$ cat src/rtl/hazard_pkg.sv
// Shared defaults and stall-cause encoding for the hazard scoreboard.
// Imported by the scoreboard top, its per-register entry and the interface.
package hazard_pkg;

  localparam int DEF_NUM_SRC = 2;
  localparam int DEF_ADDR_W  = 5;
  localparam int DEF_LAT_W   = 3;
  localparam int DEF_CNT_W   = 16;

  typedef enum logic [1:0] {
    STALL_NONE = 2'b00,
    STALL_RAW  = 2'b01,
    STALL_WAW  = 2'b10,
    STALL_BOTH = 2'b11
  } stall_cause_e;

  function automatic stall_cause_e stall_cause(
    input logic raw,
    input logic waw
  );
    return stall_cause_e'({waw, raw});
  endfunction

endpackage

$ cat src/rtl/hazard_scoreboard_if.sv
// Decode/issue/write-back bundle between the decode stage and the
// hazard scoreboard; clk/rst stay outside as plain ports.
interface hazard_scoreboard_if
  import hazard_pkg::*;
#(
  parameter int NUM_SRC = DEF_NUM_SRC,
  parameter int ADDR_W  = DEF_ADDR_W,
  parameter int LAT_W   = DEF_LAT_W,
  parameter int CNT_W   = DEF_CNT_W
);
  localparam int NUM_REGS = 2 ** ADDR_W;

  logic [NUM_SRC*ADDR_W-1:0] rs_addr_i;
  logic [NUM_SRC-1:0]        rs_used_i;
  logic                      issue_valid_i;
  logic                      issue_wr_sig_i;
  logic [ADDR_W-1:0]         issue_rd_addr_i;
  logic [LAT_W-1:0]          issue_lat_i;
  logic                      wb_valid_i;
  logic [ADDR_W-1:0]         wb_addr_i;
  logic                      stall_o;
  logic [NUM_SRC-1:0]        fwd_valid_o;
  logic [NUM_REGS-1:0]       busy_o;
  logic [CNT_W-1:0]          stall_cnt_o;

  modport master (
    output rs_addr_i, rs_used_i,
    output issue_valid_i, issue_wr_sig_i,
    output issue_rd_addr_i, issue_lat_i,
    output wb_valid_i, wb_addr_i,
    input  stall_o, fwd_valid_o,
    input  busy_o, stall_cnt_o
  );

  modport slave (
    input  rs_addr_i, rs_used_i,
    input  issue_valid_i, issue_wr_sig_i,
    input  issue_rd_addr_i, issue_lat_i,
    input  wb_valid_i, wb_addr_i,
    output stall_o, fwd_valid_o,
    output busy_o, stall_cnt_o
  );

endinterface

$ cat src/rtl/hazard_scoreboard_entry.sv
// One register's pending bit and forwarding countdown.
// Priority: issue load, then write-back clear, then countdown.
module scoreboard_entry
  import hazard_pkg::*;
#(
  parameter int LAT_W = DEF_LAT_W
) (
  input  logic             clk_i,
  input  logic             rst_i,
  input  logic             load_i,
  input  logic [LAT_W-1:0] lat_i,
  input  logic             clr_i,
  output logic             pend_o,
  output logic [LAT_W-1:0] cnt_o
);

  logic             pend_q, pend_d;
  logic [LAT_W-1:0] cnt_q, cnt_d;

  // next state: a new issue beats a same-cycle write-back
  always_comb begin
    pend_d = pend_q;
    cnt_d  = cnt_q;
    if (load_i) begin
      pend_d = 1'b1;
      cnt_d  = lat_i;
    end else if (clr_i) begin
      pend_d = 1'b0;
      cnt_d  = '0;
    end else if (cnt_q != '0) begin
      cnt_d = cnt_q - 1'b1;
    end
  end

  // state register, cleared asynchronously
  always_ff @(posedge clk_i or posedge rst_i) begin
    if (rst_i) begin
      pend_q <= 1'b0;
      cnt_q  <= '0;
    end else begin
      pend_q <= pend_d;
      cnt_q  <= cnt_d;
    end
  end

  assign pend_o = pend_q;
  assign cnt_o  = cnt_q;

endmodule

$ cat src/rtl/hazard_scoreboard.sv
// Register hazard scoreboard: RAW/WAW stall, bypass select,
// per-register busy bits and a saturating stall counter.
module hazard_scoreboard
  import hazard_pkg::*;
#(
  parameter int NUM_SRC = DEF_NUM_SRC,
  parameter int ADDR_W  = DEF_ADDR_W,
  parameter int LAT_W   = DEF_LAT_W,
  parameter int CNT_W   = DEF_CNT_W
) (
  input logic          clk_i,
  input logic          rst_i,
  hazard_scoreboard_if.slave sb_if
);

  localparam int NUM_REGS = 2 ** ADDR_W;

  logic             pend [NUM_REGS];
  logic [LAT_W-1:0] cnt  [NUM_REGS];

  logic [NUM_SRC-1:0]  raw;
  logic [NUM_SRC-1:0]  fwd;
  logic [ADDR_W-1:0]   rs;
  logic                hit;
  logic                waw;
  logic                stall;
  logic                accept;
  stall_cause_e        cause;
  logic [NUM_REGS-1:0] busy;
  logic [CNT_W-1:0]    stall_cnt_q, stall_cnt_d;

  // x0 is hardwired, never pending
  assign pend[0] = 1'b0;
  assign cnt[0]  = '0;

  for (genvar r = 1; r < NUM_REGS; r++) begin : g_ent
    logic ld;
    logic cl;
    assign ld = accept && sb_if.issue_wr_sig_i
             && (sb_if.issue_rd_addr_i == ADDR_W'(r));
    assign cl = sb_if.wb_valid_i
             && (sb_if.wb_addr_i == ADDR_W'(r));
    scoreboard_entry #(.LAT_W(LAT_W)) u_ent (
      .clk_i  (clk_i),
      .rst_i  (rst_i),
      .load_i (ld),
      .lat_i  (sb_if.issue_lat_i),
      .clr_i  (cl),
      .pend_o (pend[r]),
      .cnt_o  (cnt[r])
    );
  end

  // per-channel RAW stall vs. bypass: pending and still counting stalls
  always_comb begin
    raw = '0;
    fwd = '0;
    rs  = '0;
    hit = 1'b0;
    for (int k = 0; k < NUM_SRC; k++) begin
      rs  = sb_if.rs_addr_i[k*ADDR_W +: ADDR_W];
      hit = sb_if.rs_used_i[k] && (rs != '0) && pend[rs];
      raw[k] = hit && (cnt[rs] != '0);
      fwd[k] = hit && (cnt[rs] == '0);
    end
  end

  // conservative stall: a same-cycle write-back does not release it
  always_comb begin
    waw = sb_if.issue_valid_i && sb_if.issue_wr_sig_i
       && (sb_if.issue_rd_addr_i != '0)
       && pend[sb_if.issue_rd_addr_i];
    cause  = stall_cause(|raw, waw);
    stall  = sb_if.issue_valid_i && (cause != STALL_NONE);
    accept = sb_if.issue_valid_i && !stall;
  end

  // busy vector straight from the registered pending bits
  always_comb begin
    busy = '0;
    for (int r = 1; r < NUM_REGS; r++) begin
      busy[r] = pend[r];
    end
  end

  // stall counter next value, holds at all-ones
  always_comb begin
    stall_cnt_d = stall_cnt_q;
    if (stall && (stall_cnt_q != '1)) begin
      stall_cnt_d = stall_cnt_q + 1'b1;
    end
  end

  // stall counter register
  always_ff @(posedge clk_i or posedge rst_i) begin
    if (rst_i) begin
      stall_cnt_q <= '0;
    end else begin
      stall_cnt_q <= stall_cnt_d;
    end
  end

  assign sb_if.stall_o     = stall;
  assign sb_if.fwd_valid_o = fwd;
  assign sb_if.busy_o      = busy;
  assign sb_if.stall_cnt_o = stall_cnt_q;

endmodule

$ cat src/flat_wrapper.sv
// flat-port wrapper written by rule: the top's interface ports become plain ports
module hazard_scoreboard_flat import hazard_pkg::*;
#(
  parameter int NUM_SRC = DEF_NUM_SRC,
  parameter int ADDR_W  = DEF_ADDR_W,
  parameter int LAT_W   = DEF_LAT_W,
  parameter int CNT_W   = DEF_CNT_W
)
  (clk_i, rst_i, sb_if_rs_addr_i, sb_if_rs_used_i, sb_if_issue_valid_i, sb_if_issue_wr_sig_i, sb_if_issue_rd_addr_i, sb_if_issue_lat_i, sb_if_wb_valid_i, sb_if_wb_addr_i, sb_if_stall_o, sb_if_fwd_valid_o, sb_if_busy_o, sb_if_stall_cnt_o);
  hazard_scoreboard_if #(.NUM_SRC(NUM_SRC), .ADDR_W(ADDR_W), .LAT_W(LAT_W), .CNT_W(CNT_W)) sb_if_i ();
  input logic clk_i;
  input logic rst_i;
  input wire logic [$bits(sb_if_i.rs_addr_i)-1:0] sb_if_rs_addr_i;
  input wire logic [$bits(sb_if_i.rs_used_i)-1:0] sb_if_rs_used_i;
  input wire logic [$bits(sb_if_i.issue_valid_i)-1:0] sb_if_issue_valid_i;
  input wire logic [$bits(sb_if_i.issue_wr_sig_i)-1:0] sb_if_issue_wr_sig_i;
  input wire logic [$bits(sb_if_i.issue_rd_addr_i)-1:0] sb_if_issue_rd_addr_i;
  input wire logic [$bits(sb_if_i.issue_lat_i)-1:0] sb_if_issue_lat_i;
  input wire logic [$bits(sb_if_i.wb_valid_i)-1:0] sb_if_wb_valid_i;
  input wire logic [$bits(sb_if_i.wb_addr_i)-1:0] sb_if_wb_addr_i;
  output wire logic [$bits(sb_if_i.stall_o)-1:0] sb_if_stall_o;
  output wire logic [$bits(sb_if_i.fwd_valid_o)-1:0] sb_if_fwd_valid_o;
  output wire logic [$bits(sb_if_i.busy_o)-1:0] sb_if_busy_o;
  output wire logic [$bits(sb_if_i.stall_cnt_o)-1:0] sb_if_stall_cnt_o;
  assign sb_if_i.rs_addr_i = sb_if_rs_addr_i;
  assign sb_if_i.rs_used_i = sb_if_rs_used_i;
  assign sb_if_i.issue_valid_i = sb_if_issue_valid_i;
  assign sb_if_i.issue_wr_sig_i = sb_if_issue_wr_sig_i;
  assign sb_if_i.issue_rd_addr_i = sb_if_issue_rd_addr_i;
  assign sb_if_i.issue_lat_i = sb_if_issue_lat_i;
  assign sb_if_i.wb_valid_i = sb_if_wb_valid_i;
  assign sb_if_i.wb_addr_i = sb_if_wb_addr_i;
  assign sb_if_stall_o = sb_if_i.stall_o;
  assign sb_if_fwd_valid_o = sb_if_i.fwd_valid_o;
  assign sb_if_busy_o = sb_if_i.busy_o;
  assign sb_if_stall_cnt_o = sb_if_i.stall_cnt_o;
  hazard_scoreboard #(.NUM_SRC(NUM_SRC), .ADDR_W(ADDR_W), .LAT_W(LAT_W), .CNT_W(CNT_W)) u_core (.clk_i(clk_i), .rst_i(rst_i), .sb_if(sb_if_i));
endmodule
$ cat config.mk
export PLATFORM = sky130hd
export DESIGN_NAME = hazard_scoreboard_flat
export DESIGN_NICKNAME = d
export VERILOG_FILES = /design/src/rtl/hazard_pkg.sv /design/src/rtl/hazard_scoreboard_if.sv /design/src/rtl/hazard_scoreboard_entry.sv /design/src/rtl/hazard_scoreboard.sv /design/src/flat_wrapper.sv
export SDC_FILE = /design/constraint.sdc
export NUM_CORES = 1
export LEC_CHECK = 0
export ABC_AREA = 1
export CAP_MARGIN = 0
export CORE_ASPECT_RATIO = 1.75
export CORE_UTILIZATION = 30
export CTS_CLUSTER_SIZE = 10
export DETAILED_ROUTE_END_ITERATION = 8
export PLACE_DENSITY = 0.57
export SKIP_LAST_GASP = 1
export SYNTH_ARGS = -nofsm -noshare
export SYNTH_HDL_FRONTEND = slang
export SYNTH_SLANG_ARGS = --single-unit
$ cat constraint.sdc
create_clock -name clk_i -period 8.6 [get_ports clk_i]
set_input_delay 1.72 -clock clk_i [delete_from_list [all_inputs] [get_ports clk_i]]
set_output_delay 1.72 -clock clk_i [all_outputs]
set_load 0.01 [all_outputs]
==> flow_summary_export.csv <==
group,metric,value,unit
yosys,synth_most_common_cell,"nand2_1",
worst_setup_path,critical_path_class,"in -> out",
finish,area_delta_synth_final,11.9,%
sta,rsz0062_at_grt,"false",
yosys,synth-edff-count,0,
sta,tightest_slew,1.17,ns
route,vias,13300,
route,totalWireLength,50.0,mm
yosys,syn_area,12700,um^2
placed_design,gp_congestion,0.998,
yosys,yosysSeqAreaShare,27.5,%
yosys,syn_inst,1985,
cts,cts_root_buf,"clkbuf_16",
placed_design,io_buffers,79,
yosys,synth-seq-cells,140,
worst_setup_path,cp_data_arrival_time,5.39,ns
global_routing,grt_max_degree,100,
worst_setup_path,crit_path_end_kind,"output pin",
die,start_util,30.5,%
die,core_area,41700,um^2
finish,nNetsFinal,2091,
worst_setup_path,critPathSlowestCell,"nor2_1",
global_routing,antenna_found_initial,0,
cts,hold_buffers,0,
yosys,async_flop_share,100,%
global_routing,grt_pass1_wl,75.7,mm
power,p_leak,7.33,nW
placed_design,dpl.hpwl,37.7,mm
yosys,yosys.area.top_type,"dfrtp_1",
die,rows,99,
yosys,ys_dominant_reg_cell,"dfrtp_1",
sta,fin_worst_skew,0.0122,ns
worst_setup_path,critical-path-max-stage-delay,0.90,ns
sta,maxSlewHeadroom,21.8,%
route,wire_per_inst,19.5,um
global_routing,grt_remaining_overflow,0,
worst_setup_path,cp-start-kind,"input pin",
yosys,synth_area_per_cell,6.42,um^2
die,die_h,275,um
worst_setup_path,path_cells,"clkdlybuf4s50_1, nor2_1, o21ai_0, nand2_1, nand2_1, nand3_1, nand3_1, nand2_2, nand2_1, nand2_2, o21ai_1, inv_1, clkdlybuf4s50_1",
route,drc,0,
worst_hold_path,hold_path_class,"reg -> reg",
cts,cts_sinks,140,
cts,cts_setup_buffers,0,
cts,numCtsBuffers,17,
sta,hold_violations,0,
sta,period_minus_slack,7.11,ns
cts,path_clk_slew,0.06,ns
route,postRouteAntennaNets,0,
worst_setup_path,critPathBufInv,3,
worst_setup_path,cp_top_family,"buffers and inverters",
flow_run,cap_viol_max_count,0,
yosys,synth.distinct_cells,37,
cts,cts_tree,"done",
die,io_pins,81,
cts,cts-htree-levels,4,
sta,slew_viol_final,0,
die,die_x,158,um
finish,drive_above_1_share,7.11,%
worst_setup_path,critPathRequiredTime,6.88,ns
power,total_power,4.32,mW
route,detail_route.vias_per_cell,5.20,
route,drt-initial-drc-count,1006,
cts,clk_path_buf_depth,2,
yosys,synthTopCellsByCount,"nand2_1 (655), inv_1 (282), nor2_1 (235), nand4_1 (169), dfrtp_1 (140)",
finish,num_antenna_cells,0,
cts,cts-resized-gates,0,
sta,setup_violations,0,
worst_setup_path,crit_path_max_fanout,14,
global_routing,grtUsageTotal,23.8,%
yosys,syn_nets,2078,
power,irDropWorstVdd,0.000139,V
global_routing,grt_pass1_vias,13100,
yosys,synth_top_area_share,27.5,%
die,die_area,43400,um^2
cts,clk_latency,0.46,ns
route,drt_pass1_iterations,5,
power,powerDensity,303,nW/um^2
yosys,ys_warn_count,0,
worst_setup_path,crit_top_cell,"nand2_1",
sta,post-route-period-util,82.7,%
sta,tns,0,ns
outcome,status,"complete, no violations",
yosys,synth.area.top_cells,"dfrtp_1 (27%), nand2_1 (19%), inv_1 (8.3%), nand4_1 (8.3%), nor2_1 (6.9%)",
sta,max_freq,141,MHz
-- area by class of cell --
type,count,area (um^2)
fillers,4554,27500
well taps,555,694
clock buffers,20,447
repair buffers,94,893
clock inverters,12,98.8
multi-input cells,1453,7520
flip-flops and latches,140,3500
inverters,292,1100
-- registers in the layout, summed over array words and instances, names as in the netlist --
register / cells
u_core.g_ent.u_ent.cnt_o: 93
u_core.g_ent.u_ent.pend_o: 31
u_core.sb_if.stall_cnt_o: 16
-- metrics by stage --
step	area, um^2	cells	worst slack (ns)	util, %	hold WS [ns]
floorplan	12700	1985	3.13	-	0.465
global placement	13700	2534	1.75	32.9	0.486
detailed placement	13700	2534	1.56	32.9	0.488
CTS	14300	2566	1.54	34.2	0.503
global route	14300	2566	1.28	34.2	0.522
finish	14300	2566	1.49	34.2	0.501
-- worst register-to-register path, stage by stage, from the launching register on --
cell and delay (ns):
dfrtp_1 0.41, nor2_1 0.31, nand3_1 0.13, nand2_1 0.21, nand2_1 0.08, nand2_1 0.06
nand2_1 0.06, nand3_1 0.09, nand2_1 0.07, nand2_1 0.08, nand2_1 0.09, nand2_2 0.74
buf_4 0.44, nand4_1 0.33, nand3_1 0.26, nand2_1 0.07, nand2_1 0.06
-- cells in the final DEF, fill, tap and decap left out, types with 28 or more instances in the layout --
master           Yosys  layout
or2_2               28      28
clkdlybuf4s50_1      0      77
ha_1                63      63
nand3_1            117     117
nand2_1            655     655
inv_1              282     281
nand4_1            169     169
o21ai_0             48      48
dfrtp_1            140     140
nor2_1             235     235
-- where the power goes --
part / total, mW / internal, mW / switching (mW)
logic: 2.37 / 0.914 / 1.46
registers: 1.23 / 0.952 / 0.277
clock network: 0.723 / 0.401 / 0.321
total: 4.32 / 2.27 / 2.06
-- routing by layer --
metal | part of all wire [%] | track usage (%)
met4 | 11 | 23.8
met2 | 50 | 41.9
met1 | 35 | 23.0
met5 | 0 | 0
met3 | 4.8 | 3.92
-- kinds of logic after synthesis --
| family | after synthesis | synth area share, % |
|---|---|---|
| AO/OA/AOI/OAI | 100 | 4.36 |
| flip-flops | 140 | 27.5 |
| buffers and inverters | 392 | 13.5 |
| AND/OR/NAND/NOR | 1275 | 47.4 |
| XOR/XNOR | 14 | 0.962 |
| adder cells (fa/ha/maj) | 63 | 6.18 |
| other | 1 | 0.0294 |
-- path summary, 6_finish.rpt --
kind                                                                   from                                     endpoint  slack (ns)  cells after the start
worst min-delay path            u_core.g_ent[19].u_ent.cnt_o[2]$_DFFE_PP0P_  u_core.g_ent[19].u_ent.cnt_o[2]$_DFFE_PP0P_        0.50                      2
min in group asynchronous                                             rst_i   u_core.g_ent[6].u_ent.cnt_o[1]$_DFFE_PP0P_        1.81                      2
worst max-delay path                                     sb_if_rs_addr_i[1]                                sb_if_stall_o        1.49                     13
worst min register to register  u_core.g_ent[19].u_ent.cnt_o[2]$_DFFE_PP0P_  u_core.g_ent[19].u_ent.cnt_o[2]$_DFFE_PP0P_        0.50                      2
max in group asynchronous                                             rst_i  u_core.g_ent[27].u_ent.cnt_o[1]$_DFFE_PP0P_        5.45                      3
worst max register to register  u_core.g_ent[25].u_ent.cnt_o[0]$_DFFE_PP0P_  u_core.g_ent[23].u_ent.cnt_o[1]$_DFFE_PP0P_        5.04                     16
Note: power is estimated with default switching activity, not from simulation.
